`src/rtl/apb_bus_arbiter_if.sv`:
```
// APB bus bundle between the arbiter (master side) and the shared APB slave.
// Widths must match the arbiter instance that drives it.
interface apb_bus_arbiter_if #(
  parameter int DATA_WIDTH = 8,
  parameter int ADDR_WIDTH = 4
);

  logic                  PSELx;
  logic                  PENABLE;
  logic [ADDR_WIDTH-1:0] PADDR;
  logic                  PWRITE;
  logic [DATA_WIDTH-1:0] PWDATA;
  logic [DATA_WIDTH-1:0] PRDATA;
  logic                  PREADY;

  modport master (
    output PSELx,
    output PENABLE,
    output PADDR,
    output PWRITE,
    output PWDATA,
    input  PRDATA,
    input  PREADY
  );

  modport slave (
    input  PSELx,
    input  PENABLE,
    input  PADDR,
    input  PWRITE,
    input  PWDATA,
    output PRDATA,
    output PREADY
  );

endinterface

```
`src/rtl/apb_bus_arbiter.sv`:
```
// Round-robin arbiter that funnels NUM_REQ local requesters onto one APB slave,
// one IDLE/SETUP/ACCESS transfer at a time, with a PREADY timeout.
module apb_bus_arbiter #(
  parameter int DATA_WIDTH = 8,
  parameter int ADDR_WIDTH = 4,
  parameter int NUM_REQ    = 2,
  parameter int TIMEOUT    = 15
) (
  input  logic                          PCLK,
  input  logic                          PRESET,
  input  logic [NUM_REQ-1:0]            req_valid,
  input  logic [NUM_REQ-1:0]            req_write,
  input  logic [NUM_REQ*ADDR_WIDTH-1:0] req_addr,
  input  logic [NUM_REQ*DATA_WIDTH-1:0] req_wdata,
  output logic [NUM_REQ-1:0]            req_ready,
  output logic [NUM_REQ-1:0]            rsp_valid,
  output logic [DATA_WIDTH-1:0]         rsp_rdata,
  output logic                          rsp_err,
  apb_bus_arbiter_if.master             apb
);

  localparam int IDX_W = (NUM_REQ > 2) ? 2 : 1;
  localparam int CNT_W = 8;
  localparam logic [CNT_W-1:0] TIMEOUT_CNT = CNT_W'(TIMEOUT);
  localparam logic [IDX_W-1:0] LAST_RESET  = IDX_W'(NUM_REQ - 1);

  typedef enum logic [1:0] {
    ST_IDLE   = 2'd0,
    ST_SETUP  = 2'd1,
    ST_ACCESS = 2'd2
  } state_e;

  state_e                state_q, state_d;
  logic [IDX_W-1:0]      last_q, last_d;
  logic [CNT_W-1:0]      cnt_q, cnt_d;
  logic [CNT_W-1:0]      cnt_inc;
  logic                  psel_q, psel_d;
  logic                  penable_q, penable_d;
  logic [ADDR_WIDTH-1:0] paddr_q, paddr_d;
  logic                  pwrite_q, pwrite_d;
  logic [DATA_WIDTH-1:0] pwdata_q, pwdata_d;
  logic [NUM_REQ-1:0]    req_ready_q, req_ready_d;
  logic [NUM_REQ-1:0]    rsp_valid_q, rsp_valid_d;
  logic [DATA_WIDTH-1:0] rsp_rdata_q, rsp_rdata_d;
  logic                  rsp_err_q, rsp_err_d;

  logic [ADDR_WIDTH-1:0] addr_arr  [NUM_REQ];
  logic [DATA_WIDTH-1:0] wdata_arr [NUM_REQ];

  logic                  any_valid;
  logic [IDX_W-1:0]      win_idx;
  logic [IDX_W-1:0]      cand_idx;
  logic                  grant_en;

  genvar gi;
  generate
    for (gi = 0; gi < NUM_REQ; gi++) begin : g_unpack
      assign addr_arr[gi]  = req_addr[gi*ADDR_WIDTH +: ADDR_WIDTH];
      assign wdata_arr[gi] = req_wdata[gi*DATA_WIDTH +: DATA_WIDTH];
    end
  endgenerate

  assign cnt_inc = cnt_q + CNT_W'(1);

  // Search starts just after the last winner so every requester waits at most NUM_REQ-1 grants.
  always_comb begin
    any_valid = 1'b0;
    win_idx   = last_q;
    cand_idx  = '0;
    for (int off = 1; off <= NUM_REQ; off++) begin
      cand_idx = IDX_W'((int'(last_q) + off) % NUM_REQ);
      if (!any_valid && req_valid[cand_idx]) begin
        any_valid = 1'b1;
        win_idx   = cand_idx;
      end
    end
  end

  always_comb begin
    state_d     = state_q;
    last_d      = last_q;
    cnt_d       = cnt_q;
    psel_d      = psel_q;
    penable_d   = penable_q;
    paddr_d     = paddr_q;
    pwrite_d    = pwrite_q;
    pwdata_d    = pwdata_q;
    req_ready_d = '0;
    rsp_valid_d = '0;
    rsp_rdata_d = '0;
    rsp_err_d   = 1'b0;
    grant_en    = 1'b0;

    unique case (state_q)
      ST_IDLE: begin
        psel_d    = 1'b0;
        penable_d = 1'b0;
        grant_en  = 1'b1;
      end

      ST_SETUP: begin
        state_d   = ST_ACCESS;
        penable_d = 1'b1;
      end

      ST_ACCESS: begin
        if (apb.PREADY) begin
          rsp_valid_d[last_q] = 1'b1;
          rsp_rdata_d         = pwrite_q ? '0 : apb.PRDATA;
          cnt_d               = '0;
          state_d             = ST_IDLE;
          psel_d              = 1'b0;
          penable_d           = 1'b0;
          grant_en            = 1'b1;
        end else if (cnt_inc == TIMEOUT_CNT) begin
          // Abort never re-arbitrates in the same cycle; the bus idles for one cycle first.
          rsp_valid_d[last_q] = 1'b1;
          rsp_err_d           = 1'b1;
          cnt_d               = '0;
          state_d             = ST_IDLE;
          psel_d              = 1'b0;
          penable_d           = 1'b0;
        end else begin
          cnt_d = cnt_inc;
        end
      end

      default: begin
        state_d   = ST_IDLE;
        psel_d    = 1'b0;
        penable_d = 1'b0;
        cnt_d     = '0;
      end
    endcase

    if (grant_en && any_valid) begin
      state_d              = ST_SETUP;
      psel_d               = 1'b1;
      penable_d            = 1'b0;
      last_d               = win_idx;
      paddr_d              = addr_arr[win_idx];
      pwrite_d             = req_write[win_idx];
      pwdata_d             = wdata_arr[win_idx];
      req_ready_d[win_idx] = 1'b1;
    end
  end

  always_ff @(posedge PCLK) begin
    if (PRESET) begin
      state_q     <= ST_IDLE;
      last_q      <= LAST_RESET;
      cnt_q       <= '0;
      psel_q      <= 1'b0;
      penable_q   <= 1'b0;
      paddr_q     <= '0;
      pwrite_q    <= 1'b0;
      pwdata_q    <= '0;
      req_ready_q <= '0;
      rsp_valid_q <= '0;
      rsp_rdata_q <= '0;
      rsp_err_q   <= 1'b0;
    end else begin
      state_q     <= state_d;
      last_q      <= last_d;
      cnt_q       <= cnt_d;
      psel_q      <= psel_d;
      penable_q   <= penable_d;
      paddr_q     <= paddr_d;
      pwrite_q    <= pwrite_d;
      pwdata_q    <= pwdata_d;
      req_ready_q <= req_ready_d;
      rsp_valid_q <= rsp_valid_d;
      rsp_rdata_q <= rsp_rdata_d;
      rsp_err_q   <= rsp_err_d;
    end
  end

  assign req_ready   = req_ready_q;
  assign rsp_valid   = rsp_valid_q;
  assign rsp_rdata   = rsp_rdata_q;
  assign rsp_err     = rsp_err_q;
  assign apb.PSELx   = psel_q;
  assign apb.PENABLE = penable_q;
  assign apb.PADDR   = paddr_q;
  assign apb.PWRITE  = pwrite_q;
  assign apb.PWDATA  = pwdata_q;

endmodule

```
`src/flat_wrapper.sv`:
```
// flat-port wrapper written by rule: the top's interface ports become plain ports
module apb_bus_arbiter_flat 
#(
  parameter int DATA_WIDTH = 8,
  parameter int ADDR_WIDTH = 4,
  parameter int NUM_REQ    = 2,
  parameter int TIMEOUT    = 15
)
  (PCLK, PRESET, req_valid, req_write, req_addr, req_wdata, req_ready, rsp_valid, rsp_rdata, rsp_err, apb_PSELx, apb_PENABLE, apb_PADDR, apb_PWRITE, apb_PWDATA, apb_PRDATA, apb_PREADY);
  apb_bus_arbiter_if #(.DATA_WIDTH(DATA_WIDTH), .ADDR_WIDTH(ADDR_WIDTH)) apb_i ();
  input  logic PCLK;
  input  logic PRESET;
  input  logic [NUM_REQ-1:0] req_valid;
  input  logic [NUM_REQ-1:0] req_write;
  input  logic [NUM_REQ*ADDR_WIDTH-1:0] req_addr;
  input  logic [NUM_REQ*DATA_WIDTH-1:0] req_wdata;
  output logic [NUM_REQ-1:0] req_ready;
  output logic [NUM_REQ-1:0] rsp_valid;
  output logic [DATA_WIDTH-1:0] rsp_rdata;
  output logic rsp_err;
  output wire logic [$bits(apb_i.PSELx)-1:0] apb_PSELx;
  output wire logic [$bits(apb_i.PENABLE)-1:0] apb_PENABLE;
  output wire logic [$bits(apb_i.PADDR)-1:0] apb_PADDR;
  output wire logic [$bits(apb_i.PWRITE)-1:0] apb_PWRITE;
  output wire logic [$bits(apb_i.PWDATA)-1:0] apb_PWDATA;
  input wire logic [$bits(apb_i.PRDATA)-1:0] apb_PRDATA;
  input wire logic [$bits(apb_i.PREADY)-1:0] apb_PREADY;
  assign apb_PSELx = apb_i.PSELx;
  assign apb_PENABLE = apb_i.PENABLE;
  assign apb_PADDR = apb_i.PADDR;
  assign apb_PWRITE = apb_i.PWRITE;
  assign apb_PWDATA = apb_i.PWDATA;
  assign apb_i.PRDATA = apb_PRDATA;
  assign apb_i.PREADY = apb_PREADY;
  apb_bus_arbiter #(.DATA_WIDTH(DATA_WIDTH), .ADDR_WIDTH(ADDR_WIDTH), .NUM_REQ(NUM_REQ), .TIMEOUT(TIMEOUT)) u_core (.PCLK(PCLK), .PRESET(PRESET), .req_valid(req_valid), .req_write(req_write), .req_addr(req_addr), .req_wdata(req_wdata), .req_ready(req_ready), .rsp_valid(rsp_valid), .rsp_rdata(rsp_rdata), .rsp_err(rsp_err), .apb(apb_i));
endmodule
```
`config.mk`:
```
export PLATFORM = sky130hd
export DESIGN_NAME = apb_bus_arbiter_flat
export DESIGN_NICKNAME = d
export VERILOG_FILES = /design/src/rtl/apb_bus_arbiter_if.sv /design/src/rtl/apb_bus_arbiter.sv /design/src/flat_wrapper.sv
export SDC_FILE = /design/constraint.sdc
export NUM_CORES = 1
export LEC_CHECK = 0
export CAP_MARGIN = 20
export CORE_MARGIN = 1.5
export CORE_UTILIZATION = 45
export CTS_BUF_LIST = sky130_fd_sc_hd__clkbuf_2
export CTS_CLUSTER_DIAMETER = 50
export DETAILED_ROUTE_END_ITERATION = 6
export PLACE_DENSITY = 0.83
export SYNTH_ARGS = -nofsm -noshare
export SYNTH_HDL_FRONTEND = slang
export SYNTH_SLANG_ARGS = --single-unit
```
`constraint.sdc`:
```
create_clock -name PCLK -period 3.5 [get_ports PCLK]
set_input_delay 0.35 -clock PCLK [delete_from_list [all_inputs] [get_ports PCLK]]
set_output_delay 0.35 -clock PCLK [all_outputs]
set_load 0.01 [all_outputs]
```
==> results.sh <==
export IMPL_status="completed"
export IMPL_hold_viol=0
export IMPL_via_count=1477
export IMPL_first_pass_iters=4
export IMPL_synth_edf_count=0
export IMPL_fin_crit_ns=2.09
export IMPL_worst_slew_pin_slew_ns=0.899
export IMPL_synthFlopType="dfxtp_1"
export IMPL_grt_pass1_wl_microns=6280
export IMPL_grt_max_degree=37
export IMPL_power_frac_seq=0.474
export IMPL_finalSetupTns_ns=0
export IMPL_path_class="reg2reg"
export IMPL_syn_num_nets=209
export IMPL_maxCapViolCount=0
export IMPL_port_buffers=66
export IMPL_wl_met1_microns=1560
export IMPL_insertion_delay_ns=0.40
export IMPL_gr_usage_all_layers=0.200
export IMPL_htreeDepth=2
export IMPL_row_count=21
export IMPL_die_y_microns=63.7
export IMPL_cts_sinks=39
export IMPL_grt_overflow=0
export IMPL_place_congestion=0.876
export IMPL_cp_max_fo=6
export IMPL_cts_resized=0
export IMPL_combPwrFrac=0.195
export IMPL_synth_cell_area_sq_um=1660
export IMPL_route_detailed_drc=0
export IMPL_fmax_mhz=478
export IMPL_dp_hpwl_microns=2610
export IMPL_ys_seq_area_frac=0.471
export IMPL_ios=67
export IMPL_yosys_top_cells_area="dfxtp_1, mux2i_1, a211oi_1"
export IMPL_layout_nets=275
export IMPL_p_sw_w=0.000250
export IMPL_clk_path_buf_depth=2
export IMPL_grt_antenna_before_repair=0
export IMPL_wl_per_cell_microns=12.9
export IMPL_slew_headroom=0.401
export IMPL_power_frac_clock=0.331
export IMPL_sw_frac_of_total=0.242
export IMPL_synthToLayoutAreaGrowth_pct=48.0
export IMPL_ys_ff_latch=39
export IMPL_drv_slew=0
export IMPL_grt_setup_unrepaired="false"
export IMPL_wl_met3_microns=380
export IMPL_worst_slack_ns=1.41
export IMPL_clk_pin_slew_ns=0.18
export IMPL_holdCritPathClass="reg2reg"
export IMPL_setup_viol=0
export IMPL_synthArstFlopShare=0
export IMPL_ir_drop_uv=268
export IMPL_dr_first_iter_drc_count=42
export IMPL_routed_wl_microns=3630
export IMPL_die_w_microns=63.7
export IMPL_dieArea_sq_um=4050
export IMPL_end_kind="flip-flop"
export IMPL_cts_tree="built"
export IMPL_hold_buffers=0
export IMPL_wl_met2_microns=1610
export IMPL_leakagePower_nw=0.933
export IMPL_synth_cell_types=37
export IMPL_power_density_nw_per_um2=421
export IMPL_cts_buffers=5
export IMPL_antenna_left=0
export IMPL_critPathArrivalTime_ns=2.40
export IMPL_cp_required_ns=3.81
export IMPL_p_int_w=0.000782
export IMPL_cts_setup_buffers=0
export IMPL_critPathLaunchType="flip-flop"
export IMPL_dp_cells=273
export IMPL_viasPerCell=5.26
export IMPL_preCtsSetupSlack_ns=1.40
export IMPL_cts_root_buf="clkbuf_2"
export IMPL_synth_area_leader_cell="dfxtp_1"
export IMPL_instances_no_fill=281
export IMPL_diodes=0
export IMPL_avgSynthCellArea_sq_um=9.86
export IMPL_grt_pass1_vias=1378
export IMPL_hold_slack_ns=0.488
export IMPL_syn_inst=168
export IMPL_final_period_utilization=0.598
export IMPL_start_util=0.481
export IMPL_coreArea_sq_um=3440
export IMPL_final_layout_size_suffix_gt1_frac=0.0766
export IMPL_yosys_warnings=0
export IMPL_netlist_area_leader_share=0.471
export IMPL_top_layer="met4"
export IMPL_finalClockSkew_ns=0.0182
-- state kept, by name, summed over array words and instances, names as in the netlist --
name and flops:
u_core.apb.PWDATA 8, u_core.cnt_q 8, u_core.rsp_rdata 8, u_core.apb.PADDR 4, u_core.req_ready 2, u_core.rsp_valid 2, u_core.state_q 2, u_core.apb.PENABLE 1
u_core.apb.PSELx 1, u_core.apb.PWRITE 1, u_core.last_q 1, u_core.rsp_err 1
-- worst paths after layout --
path / startpoint / end / cells past startpoint / slack (ns)
worst max-delay path: u_core.cnt_q[0]$_SDFFE_PP0N_ / u_core.rsp_valid[1]$_SDFF_PP0_ / 5 / 1.41
worst max register to register: u_core.cnt_q[0]$_SDFFE_PP0N_ / u_core.rsp_valid[1]$_SDFF_PP0_ / 5 / 1.41
worst min register to register: u_core.apb.PENABLE$_SDFFE_PP0P_ / u_core.apb.PENABLE$_SDFFE_PP0P_ / 2 / 0.49
worst min-delay path: u_core.apb.PENABLE$_SDFFE_PP0P_ / u_core.apb.PENABLE$_SDFFE_PP0P_ / 2 / 0.49
-- critical path, stage by stage (launching register included) --
cell and delay [ns]:
dfxtp_1 0.47, ha_1 0.28, xor2_1 0.16, nand3b_1 0.16, or4_4 0.57, a2111oi_4 0.36
-- cells in the mapped netlist, drive strengths merged, types with 4 or more instances --
| master | instances |
|---|---|
| mux2i | 13 |
| inv | 4 |
| dfxtp | 39 |
| nand2 | 5 |
| clkbuf | 9 |
| and2 | 9 |
| nor2 | 20 |
| a211oi | 13 |
| o41ai | 4 |
| o21ai | 4 |
| a21oi | 6 |
-- cell type report --
class                   instances  area, sq um
inverters                       4         15.0
clock inverters                 2         60.1
multi-input cells             116          832
flip-flops and latches         39          781
clock buffers                   6         30.0
well taps                      46         57.6
fillers                       277          991
repair buffers                 68          676
-- layout by cell type (no fill, tap or decap), drive strengths merged, types with 4 or more instances in the layout --
master,instances
clkbuf,6
a211oi,13
clkdlybuf4s50,66
and2,9
a21oi,6
mux2i,13
dfxtp,39
nor2,20
nand2,5
o21ai,4
o41ai,4
inv,4
-- per-layer routing --
metal / track usage / vias up
li1: - / 755
met1: 0.238 / 652
met2: 0.307 / 62
met3: 0.0875 / 8
met4: 0.0978 / 0
met5: 0 / -
-- power groups by stage --
stage	Clock [W]	Combinational (W)	Sequential, W
CTS	0.000349	0.000204	0.000489
floorplan	0	0.0000856	0.000508
detailed placement	0	0.000203	0.000498
global route	0.000374	0.000221	0.000493
global placement	0	0.000201	0.000497
finish	0.000342	0.000201	0.000489
-- per-stage QoR --
stage                     total power, W  cell area [sq um]  utilization
after floorplan                 0.000593               1660            -
after global placement          0.000698               2360        0.686
after detailed placement        0.000701               2360        0.686
after CTS                        0.00104               2450        0.712
after global routing             0.00109               2450        0.712
final                            0.00103               2450        0.712
-- kinds of logic (layout without fill, tap and decap cells) --
kind of cell,Yosys count,count (layout),share of synthesized area
and+or+nand+nor,60,60,0.199
DFF,39,39,0.471
xor gates and xnor gates,2,2,0.0106
muxes,13,13,0.0785
adders and majority gates,2,2,0.0151
AOI/OAI and AO/OA,39,39,0.196
buffers and inverters,13,80,0.0295
Power figures use the tool's default switching activity.
